===== src/rtl/asteroid_spawner.sv =====
// Asteroid pool scheduler: spawn/retire slots, fold hit/miss into score/health, IDLE/PLAY/GAMEOVER.
// Optional ASTEROID_RANDOM_X_EN selects an LFSR column generator instead of the stepped index.
module asteroid_spawner #(
  parameter int unsigned SLOTS          = 4,
  parameter int unsigned SPAWN_INTERVAL = 120,
  parameter int unsigned X_MIN          = 40,
  parameter int unsigned START_HEALTH   = 3
) (
  input  logic                  clk,
  input  logic                  reset,
  input  logic                  frame_tick,
  input  logic                  start,
  input  logic [SLOTS-1:0]      slot_hit,
  input  logic [SLOTS-1:0]      slot_miss,
  output logic [SLOTS-1:0]      slot_enable_n,
  output logic [10*SLOTS-1:0]   slot_middle,
  output logic [3:0]            score_add,
  output logic [2:0]            health,
  output logic                  playing,
  output logic                  game_over
);

  localparam int unsigned CNT_W = (SPAWN_INTERVAL > 1) ? $clog2(SPAWN_INTERVAL) : 1;

  typedef enum logic [1:0] {S_IDLE, S_PLAY, S_OVER} state_t;

  state_t              r_state, w_state_nxt;
  logic                r_start_d;
  logic [SLOTS-1:0]    r_en_n, w_en_n_nxt;
  logic [10*SLOTS-1:0] r_mid, w_mid_nxt;
  logic [3:0]          r_score, w_score_nxt;
  logic [2:0]          r_health, w_health_nxt;
  logic [CNT_W-1:0]    r_cnt, w_cnt_nxt;
  logic                r_pend, w_pend_nxt;
  logic                r_playing, w_playing_nxt;
  logic                r_over, w_over_nxt;

`ifdef ASTEROID_RANDOM_X_EN
  logic [9:0]          r_lfsr, w_lfsr_nxt;
`else
  logic [2:0]          r_k, w_k_nxt;
`endif

  logic                w_start_rise;
  logic [SLOTS-1:0]    w_active, w_vhit, w_vmiss, w_retire, w_free_after, w_grant_oh;
  logic [3:0]          w_hit_cnt, w_miss_cnt;
  logic [2:0]          w_health_sub;
  logic                w_spawn_tick, w_req, w_grant;
  logic [9:0]          w_col;

  // State and datapath registers
  always_ff @(posedge clk) begin
    if (reset) begin
      r_state   <= S_IDLE;
      r_start_d <= 1'b0;
      r_en_n    <= '1;
      r_mid     <= {SLOTS{10'(X_MIN)}};
      r_score   <= '0;
      r_health  <= 3'(START_HEALTH);
      r_cnt     <= '0;
      r_pend    <= 1'b0;
      r_playing <= 1'b0;
      r_over    <= 1'b0;
`ifdef ASTEROID_RANDOM_X_EN
      r_lfsr    <= 10'h2A5;
`else
      r_k       <= '0;
`endif
    end else begin
      r_state   <= w_state_nxt;
      r_start_d <= start;
      r_en_n    <= w_en_n_nxt;
      r_mid     <= w_mid_nxt;
      r_score   <= w_score_nxt;
      r_health  <= w_health_nxt;
      r_cnt     <= w_cnt_nxt;
      r_pend    <= w_pend_nxt;
      r_playing <= w_playing_nxt;
      r_over    <= w_over_nxt;
`ifdef ASTEROID_RANDOM_X_EN
      r_lfsr    <= w_lfsr_nxt;
`else
      r_k       <= w_k_nxt;
`endif
    end
  end

  // Next-state and datapath update
  always_comb begin
    w_state_nxt   = r_state;
    w_en_n_nxt    = r_en_n;
    w_mid_nxt     = r_mid;
    w_score_nxt   = '0;
    w_health_nxt  = r_health;
    w_cnt_nxt     = r_cnt;
    w_pend_nxt    = r_pend;
    w_playing_nxt = r_playing;
    w_over_nxt    = r_over;
    w_grant       = 1'b0;
    w_req         = 1'b0;
    w_hit_cnt     = '0;
    w_miss_cnt    = '0;
    w_grant_oh    = '0;

    w_start_rise = start & ~r_start_d;
    w_active     = ~r_en_n;
    w_vhit       = slot_hit & w_active;
    w_vmiss      = slot_miss & w_active & ~slot_hit;
    w_retire     = (slot_hit | slot_miss) & w_active;
    w_free_after = r_en_n | w_retire;
    w_spawn_tick = frame_tick && (r_cnt == CNT_W'(SPAWN_INTERVAL - 1));

    for (int i = 0; i < int'(SLOTS); i++) begin
      w_hit_cnt  = w_hit_cnt + 4'(w_vhit[i]);
      w_miss_cnt = w_miss_cnt + 4'(w_vmiss[i]);
    end

    // Lowest-index free slot wins; scanning downward leaves the lowest in place
    for (int i = int'(SLOTS) - 1; i >= 0; i--) begin
      if (w_free_after[i]) begin
        w_grant_oh    = '0;
        w_grant_oh[i] = 1'b1;
      end
    end

    if ({1'b0, r_health} <= w_miss_cnt) w_health_sub = '0;
    else                                w_health_sub = r_health - w_miss_cnt[2:0];

`ifdef ASTEROID_RANDOM_X_EN
    w_col = 10'(X_MIN) + {1'b0, r_lfsr[8:0]};
`else
    w_col = 10'(X_MIN) + {1'b0, r_k, 6'd0};
`endif

    case (r_state)
      S_IDLE: begin
        w_en_n_nxt = '1;
        if (w_start_rise) begin
          w_state_nxt   = S_PLAY;
          w_health_nxt  = 3'(START_HEALTH);
          w_cnt_nxt     = '0;
          w_pend_nxt    = 1'b0;
          w_playing_nxt = 1'b1;
          w_over_nxt    = 1'b0;
        end
      end
      S_PLAY: begin
        w_score_nxt  = w_hit_cnt;
        w_health_nxt = w_health_sub;
        if (w_health_sub == 3'd0) begin
          w_state_nxt   = S_OVER;
          w_en_n_nxt    = '1;
          w_pend_nxt    = 1'b0;
          w_playing_nxt = 1'b0;
          w_over_nxt    = 1'b1;
        end else begin
          w_en_n_nxt = w_free_after;
          if (frame_tick) w_cnt_nxt = w_spawn_tick ? '0 : r_cnt + 1'b1;
          // A single request is held until a slot frees; extra intervals do not stack
          w_req = r_pend | w_spawn_tick;
          if (w_req && (|w_free_after)) begin
            w_grant    = 1'b1;
            w_en_n_nxt = w_free_after & ~w_grant_oh;
            w_pend_nxt = 1'b0;
            for (int i = 0; i < int'(SLOTS); i++) begin
              if (w_grant_oh[i]) w_mid_nxt[10*i +: 10] = w_col;
            end
          end else begin
            w_pend_nxt = w_req;
          end
        end
      end
      S_OVER: begin
        w_en_n_nxt   = '1;
        w_health_nxt = '0;
        if (w_start_rise) begin
          w_state_nxt   = S_IDLE;
          w_playing_nxt = 1'b0;
          w_over_nxt    = 1'b0;
        end
      end
      default: begin
        w_state_nxt = S_IDLE;
      end
    endcase

`ifdef ASTEROID_RANDOM_X_EN
    w_lfsr_nxt = {r_lfsr[8:0], r_lfsr[9] ^ r_lfsr[6]};
`else
    w_k_nxt = w_grant ? r_k + 3'd1 : r_k;
`endif
  end

  assign slot_enable_n = r_en_n;
  assign slot_middle   = r_mid;
  assign score_add     = r_score;
  assign health        = r_health;
  assign playing       = r_playing;
  assign game_over     = r_over;

endmodule

===== config.mk =====
export PLATFORM = sky130hd
export DESIGN_NAME = asteroid_spawner
export DESIGN_NICKNAME = d
export VERILOG_FILES = /design/src/rtl/asteroid_spawner.sv
export SDC_FILE = /design/constraint.sdc
export NUM_CORES = 1
export LEC_CHECK = 0
export BUFFER_PORTS_ARGS = -buffer_cell sky130_fd_sc_hd__buf_4
export CAP_MARGIN = 20
export CORE_MARGIN = 1.5
export CORE_UTILIZATION = 50
export DETAILED_ROUTE_END_ITERATION = 12
export PLACE_DENSITY = 0.87
export SETUP_SLACK_MARGIN = 0.15
export SYNTH_ARGS = -nofsm -noshare
export SYNTH_HDL_FRONTEND = slang
export SYNTH_SLANG_ARGS = --single-unit

===== constraint.sdc =====
create_clock -name clk -period 9.55 [get_ports clk]
set_input_delay 0.955 -clock clk [delete_from_list [all_inputs] [get_ports clk]]
set_output_delay 0.955 -clock clk [all_outputs]
set_load 0.02 [all_outputs]

==> results of run 1 <==
through the flow:
step | cells | total power [W] | hold WS (ps) | area (um^2) | util, %
after floorplan | 289 | 0.0002314 | 465.1 | 2475 | -
after global placement | 337 | 0.0002369 | 461.0 | 2537 | 56.71
after detailed placement | 337 | 0.0002382 | 469.0 | 2537 | 56.71
after CTS | 344 | 0.0003439 | 488.8 | 2616 | 58.47
after global routing | 344 | 0.0003575 | 514.8 | 2616 | 58.47
final | 344 | 0.0003419 | 481.6 | 2616 | 58.47
worst max path at each step:
stage	start	to	slack (ps)	depth (start not counted)
2_1_floorplan	slot_hit[1]	slot_enable_n[0]	5340	13
3_5_place_dp	slot_hit[1]	slot_middle[28]	5030	14
4_1_cts	slot_hit[1]	slot_enable_n[0]	5330	14
3_3_place_gp	slot_hit[1]	slot_enable_n[0]	5100	14
6_report	slot_hit[1]	slot_middle[28]	5300	14
5_1_grt	slot_hit[1]	slot_middle[28]	5110	14
power groups by stage:
stage	Combinational (W)	Sequential, W	Clock [W]
6_report	0.0000704	0.000165	0.000106
5_1_grt	0.0000767	0.000166	0.000115
4_1_cts	0.0000693	0.000166	0.000109
3_5_place_dp	0.0000689	0.000169	0
3_3_place_gp	0.0000678	0.000169	0
2_1_floorplan	0.0000603	0.000171	0
per-layer routing:
layer | up-vias | global-route usage, % | share of wire [%]
met3 | 13 | 4.444 | 5.1
li1 | 934 | - | -
met4 | 0 | 10.90 | 2.7
met1 | 887 | 24.63 | 45
met2 | 71 | 28.81 | 47
met5 | - | 0 | 0
cells by family after synthesis:
family	Yosys count
compound gates	43
fa+ha+maj	18
buf+inv	49
flops	38
mux	16
other cells	2
simple gates	96
placed cells by master (no fill, tap or decap), types with 2 or more instances in the layout:
cell type	Yosys	final
a21boi_0	3	3
a21oi_1	10	10
a31oi_1	6	6
and2_1	4	4
buf_4	29	35
clkbuf_8	0	5
clkinv_2	0	2
conb_1	2	29
dfxtp_1	38	38
fa_1	4	4
ha_1	14	14
inv_1	10	10
mux2i_1	15	15
nand2_1	7	7
nand2b_1	20	20
nand3_1	15	15
nand3b_1	3	3
nand4_1	8	8
nor2_1	12	12
nor2b_1	4	4
nor3_1	4	4
nor3_2	2	2
o21ai_0	5	5
o22a_1	4	4
or2_2	3	3
or3_1	4	4
worst min-delay path, delay by kind of cell (launching register included):
kind             cells  cell delay [ps]
and+or+nand+nor      1               60
DFF                  1              310
muxes                1               60
layout make-up:
type                    instances  area, um^2  area share, %
repair buffers                 35       262.8          10.04
clock inverters                 2       10.01         0.3826
flip-flops and latches         38       760.7          29.08
inverters                      10       37.54          1.435
well taps                      52       65.06          2.487
multi-input cells             202        1411          53.95
clock buffers                   5       68.82          2.630
state kept, by name (all words and copies together), names as in the netlist:
signal	cells
game_over	1
health	3
playing	1
r_cnt	7
r_k	3
r_pend	1
r_start_d	1
r_state	2
score_add	3
slot_enable_n	4
slot_middle	12
==> metrics.txt, run 1 <==
FF-to-FF End=slot_middle[28]; WL per Instance=13.48 um; Final Max Slew Viols=0; Root Buffer Master=clkbuf_8; CTS clk-pin slew, worst paths=80 ps; crit path max fanout=8; Worst Hold Class=flop to flop; Hold Crit Start=slot_middle[7]; FF+latch count, synth=38; Max Clock Skew=5.915 ps; count leader, synth=dfxtp_1; critical path endpoint category=flop; Synth Flop Type=dfxtp_1; Synth top cells by count=dfxtp_1 (38), buf_4 (29), nand2b_1 (20); remaining global-route overflow=0; setup TNS=0 ps; Clock Path Buffers=2; HPWL Detailed=between 3000 and 4000 um; Nets=322; synth top area cells=dfxtp_1 (32%), buf_4 (9.2%), ha_1 (7.4%), mux2i_1 (6.3%), nand2b_1 (5.3%); Total Wirelength=4637 um; Clock Power Share=31.0%; Worst Path Class, Setup=input pin to flop; Worst R2R Start=slot_enable_n[1]; initial core utilization=53.05%; final number of setup-violating endpoints=0; worst setup margin=5301 ps; Cell Chain, Critical Path=buf_4 -> nor2_1 -> nand2_1 -> fa_1 -> inv_1 -> ha_1 -> ha_1 -> inv_1 -> fa_1 -> fa_1 -> o2bb2ai_2 -> a21oi_1 -> nand4_1 -> mux2i_1; Tcrit/Tclk final=between 40% and 50%; XOR/XNOR Fraction of Synth Area=0%; layout cell share with drive strength beyond 1=18.84%; worst-margin pin slew=706.1 ps; VDD IR max=64.34 uV; first-pass GRT wire length=7548 um; hold path depth=2; routability congestion estimate=0.7998; crit path DAT=4430 ps; dpl ws=5032 ps; Post-Synth Adder-Cell Area=10.75%; Worst Path Buf+Inv=3; Port Buffers=35; Ys Warns=0; Ant. Diodes=0; largest net degree at the start of global routing=38; main combinational cell family by area after synthesis=simple AND/OR/NAND/NOR gates; Hold EP=slot_middle[7]; # DRC=0; Gate power share=20.6%; largest area contributor in the netlist=dfxtp_1; most frequent CP cell=fa_1; Rows=24; Clock Latency Late Sink=300 ps; number of synthesized flops with an enable pin=0; Antenna Violating Nets Remaining=0; crit-path max cell delay=540 ps; number of H-tree levels=2; routed via count=1905; initial antenna violation count=0; Max Clock Freq=about 240 MHz; TritonCTS buffer count=5; vias per inst=approximately 5.5; die height=between 70 and 80 um; Post-Syn Area=2374 um^2; area grow syn2layout=10.23%; slowest cell on the critical path=fa_1; First-pass DRT Iterations=6; CTS tree=yes; DIE AREA=5170 um^2; Starting DRT DRC Count=123; Slew headroom=roughly 53%; Psw=0.0001075 W; Compound-Gate Fraction of Synth Area=13.13%; Top Family by Delay on Critical Path=adder cells; post-synthesis sequential area ratio=32.05%; synthesized area per cell=~9.1 um^2; status=finished, final reports clean; Layout fillers=409; GRT Util Overall=18.91%; worst reg2reg path depth=13; io pins=65; Final Hold Viols=0; Die Wd=a little over 70 um; asr flop ratio synth=0%; hold buffers post-CTS=0; Post-Synth Simple-Gate Area=24.20%; Netlist cell types=54; Worst R2R Setup Slack=5710 ps; Post-CTS Resized=0; clk sinks=38; Final Critical Period=4249 ps; number of global-route vias before repair=1667; internal power=0.0002344 W; RSZ-0062 raised after global routing=false; pwr dens=130.7 nW/um^2; Placeable Area=4474 um^2; Critical Path RT=9730 ps; Sequential Power Share=48.4%; top cell type's share of synthesized area=32.05%; Max Cap Viol=0; post-CTS setup buffers=0; multiplexer share of the synthesized area=6.800%; Startpoint Class=input pin; Leak Pwr=around 1.1 nW; Switching Share=31.43%; Synth Instances=around 260
No activity file was read; power rests on OpenSTA's default activity.
==> inputs of run 2 (changes only) <==
--- a/config.mk
+++ b/config.mk
@@ -5,12 +5,13 @@
 export SDC_FILE = /design/constraint.sdc
 export NUM_CORES = 1
 export LEC_CHECK = 0
+export ABC_AREA = 1
 export BUFFER_PORTS_ARGS = -buffer_cell sky130_fd_sc_hd__buf_4
 export CAP_MARGIN = 20
 export CORE_MARGIN = 1.5
-export CORE_UTILIZATION = 50
+export CORE_UTILIZATION = 48
 export DETAILED_ROUTE_END_ITERATION = 12
-export PLACE_DENSITY = 0.87
+export PLACE_DENSITY = 0.86
 export SETUP_SLACK_MARGIN = 0.15
 export SYNTH_ARGS = -nofsm -noshare
 export SYNTH_HDL_FRONTEND = slang
==> constraint.sdc (replaced) <==
create_clock -name clk -period 3.5 [get_ports clk]
set_input_delay 0.35 -clock clk [delete_from_list [all_inputs] [get_ports clk]]
set_output_delay 0.35 -clock clk [all_outputs]
set_load 0.02 [all_outputs]
==> metrics.txt, run 2 <==
status=finished, final reports clean; hold path depth=3; Worst Path Buf+Inv=2; Max Clock Skew=8.804 ps; Port Buffers=35; Nets=about 430; Total Power=0.001156 W; routed via count=between 2000 and 2500; DIE AREA=5642 um^2; Max Cap Viol=0; area grow syn2layout=20.05%; Startpoint Class=flop; crit path max fanout=6; Layout fillers=between 400 and 500; RSZ-0062 raised after global routing=true; setup TNS=0 ps; slowest cell on the critical path=fa_2; post-synthesis sequential area ratio=30.48%; GRT Util Overall=19.43%; die height=around 75 um; most common cell after layout, fill and taps aside=nand2_1; Tcrit/Tclk final=93.93%; Leak Pwr=1.437 nW; critical path endpoint category=flop; Synth Flop Type=dfxtp_1; worst-margin pin slew=761.8 ps; Final Max Slew Viols=0; synthesized area per cell=6.934 um^2; Starting DRT DRC Count=approximately 160; Placeable Area=5075 um^2; most frequent CP cell=nand2_1; Top Family by Delay on Critical Path=adder cells; Slew headroom=between 40 and 50%; hold_ws=267.9 ps; Max Clock Freq=304.2 MHz; CTS clk-pin slew, worst paths=80 ps; worst reg2reg path depth=16; pwr dens=385.8 nW/um^2; clk sinks=38; TritonCTS buffer count=5; number of H-tree levels=2; Worst Hold Class=input pin to flop; crit-path max cell delay=between 500 and 600 ps; placed cells=461; Root Buffer Master=clkbuf_8; most frequent cells in the layout=nand2_1 (78), nor2_1 (60), inv_1 (42), buf_4 (40), dfxtp_1 (35); CTS tree=yes; top cell type's share of synthesized area=a little under a third; Clock Path Buffers=2; layout cell share with drive strength beyond 1=between 20% and 30%; HPWL Detailed=3860 um; Clock Latency Late Sink=roughly 300 ps; Final Hold Viols=0; VDD IR max=213.1 uV; Critical Path RT=3700 ps; Non-Filler Instances=~470; Ys Warns=0; Worst Path Class, Setup=flop to flop; synth top area cells=dfxtp_1 (30%), nand2_1 (12%), nor2_1 (9.2%), buf_4 (9.0%), ha_1 (7.0%); io pins=65; initial antenna violation count=0; final number of setup-violating endpoints=0; first-pass GRT wire length=8286 um; CP Depth=16; Rows=26; number of synthesized flops with an enable pin=0; crit path DAT=3480 ps; Ant. Diodes=0; Die Wd=~75 um; Final Critical Period=3287 ps; vias per inst=between 4 and 5; Synth top cells by count=nand2_1 (81), nor2_1 (61), inv_1 (45); Post-Syn Area=about 2500 um^2; Synth Instances=360; Cell Chain, Critical Path=nor2_1 -> nand2_1 -> fa_1 -> inv_2 -> ha_4 -> ha_4 -> inv_2 -> fa_2 -> fa_2 -> o211ai_1 -> nand2_2 -> nand2_2 -> nor2_4 -> nand2_1 -> nand2_1 -> nor2_1; Netlist cell types=32; initial core utilization=49.19%; Total Wirelength=5321 um; remaining global-route overflow=0; max FFs per register=12; First-pass DRT Iterations=4; number of global-route vias before repair=just under 2000; asr flop ratio synth=0%; FF+latch count, synth=38; # DRC=0; largest net degree at the start of global routing=27; final core utilization=between 50% and 60%; WL per Instance=11.27 um; Antenna Violating Nets Remaining=0; count leader, synth=nand2_1; routability congestion estimate=0.8896; largest area contributor in the netlist=dfxtp_1
==> run 2: cell types whose count changed in the layout (fill, tap and decap cells not counted), moves of 5 or more <==
cell      delta
nor2_4       +6
inv_2        +7
inv_1       +32
nand4_1      -7
a21oi_1      +7
nand2b_1    -20
mux2i_1     -15
buf_4        +5
nor2_1      +48
nand2_1     +71
o21ai_1      +6
a31oi_1      -5
nand2_2      +6
==> run 2: worst paths after layout <==
check	startpoint	endpoint	slack, ps
setup reg to reg	slot_enable_n[3]	slot_middle[6]	210
hold / removal	start	r_start_d	270
hold reg to reg	slot_middle[18]	slot_middle[18]	490
setup / recovery	slot_enable_n[3]	slot_middle[6]	210
==> run 2: power breakdown <==
| part | switching, W | total [W] | internal [W] |
|---|---|---|---|
| Combinational | 0.000161 | 0.000236 | 0.0000741 |
| Clock | 0.000165 | 0.000451 | 0.000286 |
| Sequential | 0.0000193 | 0.000469 | 0.000450 |
==> run 2: through the flow <==
step	worst slack [ps]	area, um^2
after floorplan	178.6	2597
after detailed placement	-65.06	2725
after CTS	128.5	2943
after global placement	2.846	2725
final	212.5	2997
after global routing	69.81	2997
==> run 2: layout make-up <==
cell class | count | area [um^2] | share of cell area, %
multi-input combinational | 266 | 1511 | 50.44
timing repair buffer | 40 | 300.3 | 10.02
inverter | 50 | 195.2 | 6.514
tap | 70 | 87.58 | 2.923
sequential | 38 | 764.5 | 25.51
clock buffer | 5 | 68.82 | 2.296
clock inverter | 3 | 68.82 | 2.296
==> run 2: kinds of logic (layout without fill, tap and decap cells) <==
kind of cell | after synthesis | in the layout | synth area share [%]
buffers and inverters | 83 | 98 | 17.04
other | 2 | 29 | 0.3009
and+or+nand+nor | 184 | 184 | 34.24
AOI/OAI and AO/OA | 35 | 35 | 7.719
DFF | 38 | 38 | 30.48
adders and majority gates | 18 | 18 | 10.23
==> run 2: repair_timing <==
action,in CTS,in global routing
setup endpoints to repair,30,31
pin swaps,13,16
resized for setup,15,14
hold buffers,0,0
buffers inserted,3,0
==> run 2: routing by layer <==
layer | GRT usage (%) | share of wire, %
met5 | 0 | 0
met3 | 2.811 | 3.8
met2 | 35.00 | 52
met4 | 7.071 | 2.0
met1 | 23.36 | 42
==> run 2: worst reg2reg max path, cell delays in order (launching register included) <==
cell and delay, ps:
dfxtp_2 340, nor2_1 80, nand2_1 80, fa_1 540, inv_2 50, ha_4 160
ha_4 250, inv_2 40, fa_2 330, fa_2 570, o211ai_1 100, nand2_2 150
nand2_2 90, nor2_4 180, nand2_1 80, nand2_1 70, nor2_1 70
